--- config.mk ---
export PLATFORM = sky130hd
export DESIGN_NAME = alarma_ctrl_temporizada
export DESIGN_NICKNAME = d
export VERILOG_FILES = /design/src/rtl/alarma_ctrl_temporizada.sv
export SDC_FILE = /design/constraint.sdc
export NUM_CORES = 1
export LEC_CHECK = 0
export ABC_CLOCK_PERIOD_IN_PS = 3100
export BUFFER_PORTS_ARGS = -buffer_cell sky130_fd_sc_hd__buf_4
export CAP_MARGIN = 20
export CORE_MARGIN = 4
export CORE_UTILIZATION = 59
export CTS_CLUSTER_DIAMETER = 50
export DETAILED_ROUTE_END_ITERATION = 10
export PLACE_DENSITY = 0.92
export SLEW_MARGIN = 40
export SYNTH_ARGS = -nofsm -noshare
export SYNTH_HDL_FRONTEND = slang
export SYNTH_SLANG_ARGS = --single-unit
--- constraint.sdc ---
create_clock -name clk -period 3.1 [get_ports clk]
set_clock_uncertainty 0.05 [all_clocks]
set_input_delay 0.62 -clock clk [delete_from_list [all_inputs] [get_ports clk]]
set_output_delay 0.62 -clock clk [all_outputs]
set_load 0.02 [all_outputs]
--- src/rtl/alarma_ctrl_temporizada.sv ---
// Timed car-alarm controller: arms with ignition off, waits a grace delay on
// the lights-on/door-open condition, then drives a timed blinking siren.
module alarma_ctrl_temporizada #(
  parameter int DELAY     = 8,
  parameter int ALARM_LEN = 64,
  parameter int BLINK     = 4,
  parameter int CNT_W     = 8
) (
  input  logic       clk,
  input  logic       reset,
  input  logic       sLuz,
  input  logic       sPrta,
  input  logic       sIgn,
  output logic       sAlr,
  output logic       sParp,
  output logic [1:0] estado,
  output logic [3:0] nEventos
);

  localparam int BLK_W = (BLINK > 1) ? $clog2(BLINK) : 1;

  typedef enum logic [1:0] {
    S_IDLE  = 2'b00,
    S_ARMED = 2'b01,
    S_PRE   = 2'b10,
    S_ALARM = 2'b11
  } state_t;

  state_t             r_state;
  state_t             w_state_nxt;
  logic [CNT_W-1:0]   r_tmr;
  logic [CNT_W-1:0]   w_tmr_nxt;
  logic [BLK_W-1:0]   r_blk;
  logic [BLK_W-1:0]   w_blk_nxt;
  logic               r_alr;
  logic               w_alr_nxt;
  logic               r_parp;
  logic               w_parp_nxt;
  logic [3:0]         r_nev;
  logic [3:0]         w_nev_nxt;
  logic               w_cond;
  logic               w_tmr_zero;

  assign w_cond     = sLuz & sPrta & ~sIgn;
  assign w_tmr_zero = (r_tmr == {CNT_W{1'b0}});

  // State, timers and registered outputs
  always_ff @(posedge clk or posedge reset) begin
    if (reset) begin
      r_state <= S_IDLE;
      r_tmr   <= {CNT_W{1'b0}};
      r_blk   <= {BLK_W{1'b0}};
      r_alr   <= 1'b0;
      r_parp  <= 1'b0;
      r_nev   <= 4'd0;
    end else begin
      r_state <= w_state_nxt;
      r_tmr   <= w_tmr_nxt;
      r_blk   <= w_blk_nxt;
      r_alr   <= w_alr_nxt;
      r_parp  <= w_parp_nxt;
      r_nev   <= w_nev_nxt;
    end
  end

  // Next-state decision; ignition on always forces IDLE
  always_comb begin
    w_state_nxt = r_state;
    if (sIgn) begin
      w_state_nxt = S_IDLE;
    end else begin
      case (r_state)
        S_IDLE:  w_state_nxt = S_ARMED;
        S_ARMED: w_state_nxt = w_cond ? S_PRE : S_ARMED;
        S_PRE: begin
          if (!w_cond)         w_state_nxt = S_ARMED;
          else if (w_tmr_zero) w_state_nxt = S_ALARM;
          else                 w_state_nxt = S_PRE;
        end
        S_ALARM: w_state_nxt = w_tmr_zero ? S_ARMED : S_ALARM;
        default: w_state_nxt = S_IDLE;
      endcase
    end
  end

  // Next values of timers and outputs, keyed on the state being entered
  always_comb begin
    w_tmr_nxt  = {CNT_W{1'b0}};
    w_blk_nxt  = {BLK_W{1'b0}};
    w_parp_nxt = 1'b0;
    w_nev_nxt  = r_nev;
    w_alr_nxt  = (w_state_nxt == S_ALARM);
    case (w_state_nxt)
      S_PRE: begin
        if (r_state == S_PRE) w_tmr_nxt = w_tmr_zero ? {CNT_W{1'b0}} : r_tmr - CNT_W'(1);
        else                  w_tmr_nxt = CNT_W'(DELAY - 1);
      end
      S_ALARM: begin
        if (r_state == S_ALARM) begin
          w_tmr_nxt = w_tmr_zero ? {CNT_W{1'b0}} : r_tmr - CNT_W'(1);
          if (r_blk == {BLK_W{1'b0}}) begin
            w_blk_nxt  = BLK_W'(BLINK - 1);
            w_parp_nxt = ~r_parp;
          end else begin
            w_blk_nxt  = r_blk - BLK_W'(1);
            w_parp_nxt = r_parp;
          end
        end else begin
          w_tmr_nxt  = CNT_W'(ALARM_LEN - 1);
          w_blk_nxt  = BLK_W'(BLINK - 1);
          w_parp_nxt = 1'b1;
          w_nev_nxt  = (r_nev == 4'd15) ? r_nev : r_nev + 4'd1;
        end
      end
      default: begin
        w_tmr_nxt = {CNT_W{1'b0}};
      end
    endcase
  end

  assign sAlr     = r_alr;
  assign sParp    = r_parp;
  assign estado   = r_state;
  assign nEventos = r_nev;

endmodule

# Word level (Yosys, flattened, before mapping)
# Index checks and enable logic that the tools add are counted.
[totals]
reg_bits = 18
out_inout_bits = 8
in_bits = 5
[op_classes]
n_bitwise = 6
muxes = 16
reduce_logical = 4
eq_ne = 7
addsub = 3
[op_table]
columns = ["cell", "n"]
rows = [
  ["$mux 8", 3],
  ["$pmux 8 s2", 1],
  ["$mux 2", 7],
  ["$eq 2x2->1 const B", 4],
  ["$logic_not 8->1", 1],
  ["$pmux 2 s4", 1],
  ["$sub 8x1->8 const B", 1],
  ["$add 4x1->4 const B", 1],
  ["$eq 4x4->1 const B", 1],
  ["$logic_not 2->1", 2],
  ["$mux 1", 4],
  ["$not 1->1", 4],
  ["$ne 3x2->1 const B", 1],
  ["$reduce_and 3->1", 1],
  ["$and 1x1->1", 2],
  ["$eq 2x1->1 const B", 1],
  ["$sub 2x1->2 const B", 1],
]

# Logic depth before layout (Yosys ltp)
[depth]
depth_word = 7
depth_mapped = 7

# Worst setup path after synthesis
# OpenSTA, ideal clock, no wires.
[synth_timing]
kind = "register -> register"
startpoint = "register r_state[1], in the netlist estado[1]"
endpoint = "register r_nev[1], in the netlist nEventos[1]"
required_time_ps = 2925
stages_incl_launch_ff = 6
slack_ps = 1260
synth_period_minus_slack_ps = 1840
arrival_time_ps = 1665
path_buffers = 1
path_cell_list = "dfrtp_1 clkbuf_1 and3_1 nand4_1 a31oi_1 mux2_2"
[synth_between]
elab_chain_cells = 5
word_cells_on_any_way = 9
[synth_lines]
columns = ["item", "line_no", "source"]
rows = [
  ["start: declaration", "29", "state_t r_state;"],
  ["start signal: assignment", "57", "r_state <= w_state_nxt;"],
  ["$eq 2x2->1 (tied with other cells)", "72, 99", ""],
  ["$pmux 2 s4", "72", "case (r_state)"],
  ["$mux 2", "69", "if (sIgn) begin"],
  ["$eq 2x2->1", "93", "case (w_state_nxt)"],
  ["$reduce_and 3->1 (no line) (*)", "--", ""],
  ["end signal: assignment", "62", "r_nev <= w_nev_nxt;"],
  ["end: declaration", "39", "logic [3:0] r_nev;"],
]
# Mark *: on every way between the ends. The rest lies on a longest branch, timed or not.
# A chain may end at the register's enable or synchronous reset.

# Worst setup path after layout
[layout_timing]
startpoint = "register r_tmr[0]"
endpoint = "register r_nev[1], in the netlist nEventos[1]"
[layout_between]
elab_chain_cells = 7
word_cells_on_any_way = 8
[layout_lines]
columns = ["item", "line_no", "source"]
rows = [
  ["start: declaration", "31", "logic [CNT_W-1:0] r_tmr;"],
  ["start signal: assignment", "51", "r_tmr <= {CNT_W{1'b0}};"],
  ["start signal: assignment", "58", "r_tmr <= w_tmr_nxt;"],
  ["$logic_not 8->1 (*)", "45", "assign w_tmr_zero = (r_tmr == {CNT_W{1'b0}});"],
  ["$mux 1", "77", "else if (w_tmr_zero) w_state_nxt = S_ALARM;"],
  ["$mux 2", "76", "if (!w_cond) w_state_nxt = S_ARMED;"],
  ["$pmux 2 s4 (*)", "72", ""],
  ["$mux 2 (*)", "69", ""],
  ["$eq 2x2->1 (*)", "93", ""],
  ["$reduce_and 3->1 (no line) (*)", "--", ""],
]
# Marks and branches as above.

==> reports/metrics.yaml <==
clk_path_buf_depth: 2
fin_crit_sh: 0.652
synth-warning-count: 0
synthFlopType: "dfrtp_1"
firstDrtPassIters: 4
antenna_found_initial: 0
cts_tree: "done"
nNetsFinal: 124
combPwrFrac: 0.236
ant_nets: 0
worstMarginPinSlew_ns: 0.667
cp.arrival_ns: 2.17
yosysMostFrequentCell: "dfrtp_1"
synth.ff_latch_count: 18
startpoint_type: "flip-flop"
reg2reg_depth: 6
synth_area_um2: 983
share_seq_of_total_power: 0.532
fin_tns_setup_ns: 0
first_global_vias: 760
grt-ovfl-total: 0
drcViolationCount: 0
synth_seq_area_share: 0.458
p_sw_uw: 158
fmax_ghz: 0.495
cts_max_level: 1
drt_iter0_markers: 25
final-max-slew-violation-count: 0
min_period_ns: 2.02
cts_hold_buf: 0
worstPathMaxFanout: 4
p_int_uw: 344
worst_ir_drop_vdd_mv: 0.314
dp_cells: 126
placed_area_mm2: 0.00109
syn_to_final_growth_pct: 12.7
clk_pin_slew_worst_paths_ns: 0.10
hpwlAfterDp_um: 1460
grt_max_degree: 19
num_vias: 828
cts_sinks: 18
cts_buffers: 3
synth_cells: 100
grt_usage: 0.183
syn_nets: 109
cellPowerDensity_mw_per_mm2: 453
std_cell_rows: 14
synth_top_area_frac: 0.458
syn_avg_cell_area_um2: 9.83
slew_headroom: 0.555
synth_common_cells: "dfrtp_1, inv_1, nor2_1, nand2_1, a31oi_1"
reg2reg_slack_ns: 1.08
critical_path_class: "flip-flop to flip-flop"
routed_via_density: 6.42
die_w_um: 48.8
insertion_delay_ns: 0.30
coreArea_mm2: 0.00154
status: "finished clean"
worstPathRequired_ns: 3.25
die_h_um: 48.8
grt_pass1_wl_um: 3460
wl_um: 1910
final_core_util: 0.719
rr_endpoint: "nEventos[1]"
post-cts-setup-buffer-count: 0
wl_per_cell_um: 14.8
power.total_uw: 502
io_pins: 13
ys_types: 33
synth.largest_area_cell: "dfrtp_1"
initial_core_util: 0.638
synth_edf_count: 0
portBuffers: 12
final_hold_viol_count: 0
final_cells: 129
rsz0062_at_grt: "no"
cap_violations: 0
dieArea_mm2: 0.00238
worstSetupEndpointType: "flip-flop"
gp_congestion: 0.777
synth_area_leaders: "dfrtp_1, ha_1, xor2_1"
drive_above_1_share: 0.204
r2r_start: "r_tmr[0]"
diodes: 0
power.share.clock: 0.232
min_path_type: "input port to async pin"
p_leak_nw: 0.544
finalSetupViolations: 0
synth-async-reset-ratio: 1.00
stdcell_area_mm2: 0.00111
cts_resized: 0
root_buffer: "clkbuf_4"
p_sw_frac: 0.314
## power groups by stage
stage / clock (mW) / combinational (mW) / sequential (mW)
after CTS: 0.119 / 0.119 / 0.266
after detailed placement: 0 / 0.116 / 0.271
after floorplan: 0 / 0.0758 / 0.275
after global placement: 0 / 0.113 / 0.269
after global routing: 0.133 / 0.133 / 0.269
final: 0.116 / 0.119 / 0.267
## critical path: stages, from the launching register on
cell	delay [ns]
dfrtp_1	0.42
inv_1	0.09
ha_1	0.18
nor3b_1	0.32
nand4_1	0.21
a31oi_1	0.29
mux2_2	0.36
## how the worst max path moves through the flow
stage / slack [ns] / startpoint / cells after the start / to
after floorplan: 1.26 / estado[1] / 5 / nEventos[1]
after global placement: 1.18 / r_tmr[0] / 6 / nEventos[1]
after detailed placement: 1.10 / r_tmr[0] / 6 / nEventos[1]
after CTS: 1.09 / r_tmr[0] / 6 / nEventos[1]
after global routing: 0.91 / r_tmr[0] / 6 / nEventos[1]
final: 1.08 / r_tmr[0] / 6 / nEventos[1]
## sequential cells by signal, summed over array words and instances, names as in the netlist
signal    count
sAlr          1
estado        2
nEventos      4
r_blk         2
sParp         1
r_tmr         8
## cell usage in the layout (no fill, tap or decap)
cell type  Yosys  final
a211oi_1       1      1
a21bo_2        1      1
a21boi_0       3      3
a21oi_1        4      4
a31oi_1        5      5
a41oi_1        2      2
and3_1         3      3
buf_4          0     12
clkbuf_4       0      3
dfrtp_1       18     18
ha_1           4      4
inv_1          8      8
inv_2          1      1
mux2_2         2      2
mux2i_1        1      1
nand2_1        6      6
nand2b_1       1      1
nand3_1        4      4
nand4_1        2      2
nor2_1         8      8
nor2b_1        1      1
nor3_1         2      2
nor3b_1        2      2
nor4_2         2      2
o21a_1         1      1
o21ai_0        2      2
o21ai_1        2      2
o311a_1        1      1
o31a_1         1      1
or3_1          1      1
or3b_2         1      1
or4_4          1      1
xnor2_1        3      3
xor2_1         4      4
## per-layer routing
| layer | vias up | part of all wire | global-route usage | routed length (um) |
|---|---|---|---|---|
| met5 | - | 0 | 0 | 0 |
| met4 | 0 | 0.014 | 0.0807 | 27 |
| met3 | 2 | 0.085 | 0.0306 | 162 |
| met2 | 38 | 0.50 | 0.293 | 953 |
| met1 | 402 | 0.40 | 0.241 | 763 |
| li1 | 386 | - | - | - |
## area by class of cell
cell class | count | area (um2)
inverter | 9 | 33.8
multi-input combinational | 71 | 492
tap | 16 | 20.0
fill | 118 | 433
sequential | 18 | 450
clock buffer | 3 | 22.5
timing repair buffer | 12 | 90.1
## stage by stage
step / hold WS [ns] / setup WS [ns]
floorplan: 0.502 / 1.26
global placement: 0.460 / 1.18
detailed placement: 0.482 / 1.10
CTS: 0.382 / 1.09
global route: 0.406 / 0.914
finish: 0.358 / 1.08
## kinds of logic after synthesis
kind of cell / Yosys count / synth area share
muxes: 3 / 0.0331
adders and majority gates: 4 / 0.0509
xor gates and xnor gates: 7 / 0.0623
and+or+nand+nor: 34 / 0.196
DFF: 18 / 0.458
AOI/OAI and AO/OA: 23 / 0.158
buffers and inverters: 11 / 0.0420
Power figures use the tool's default switching activity.
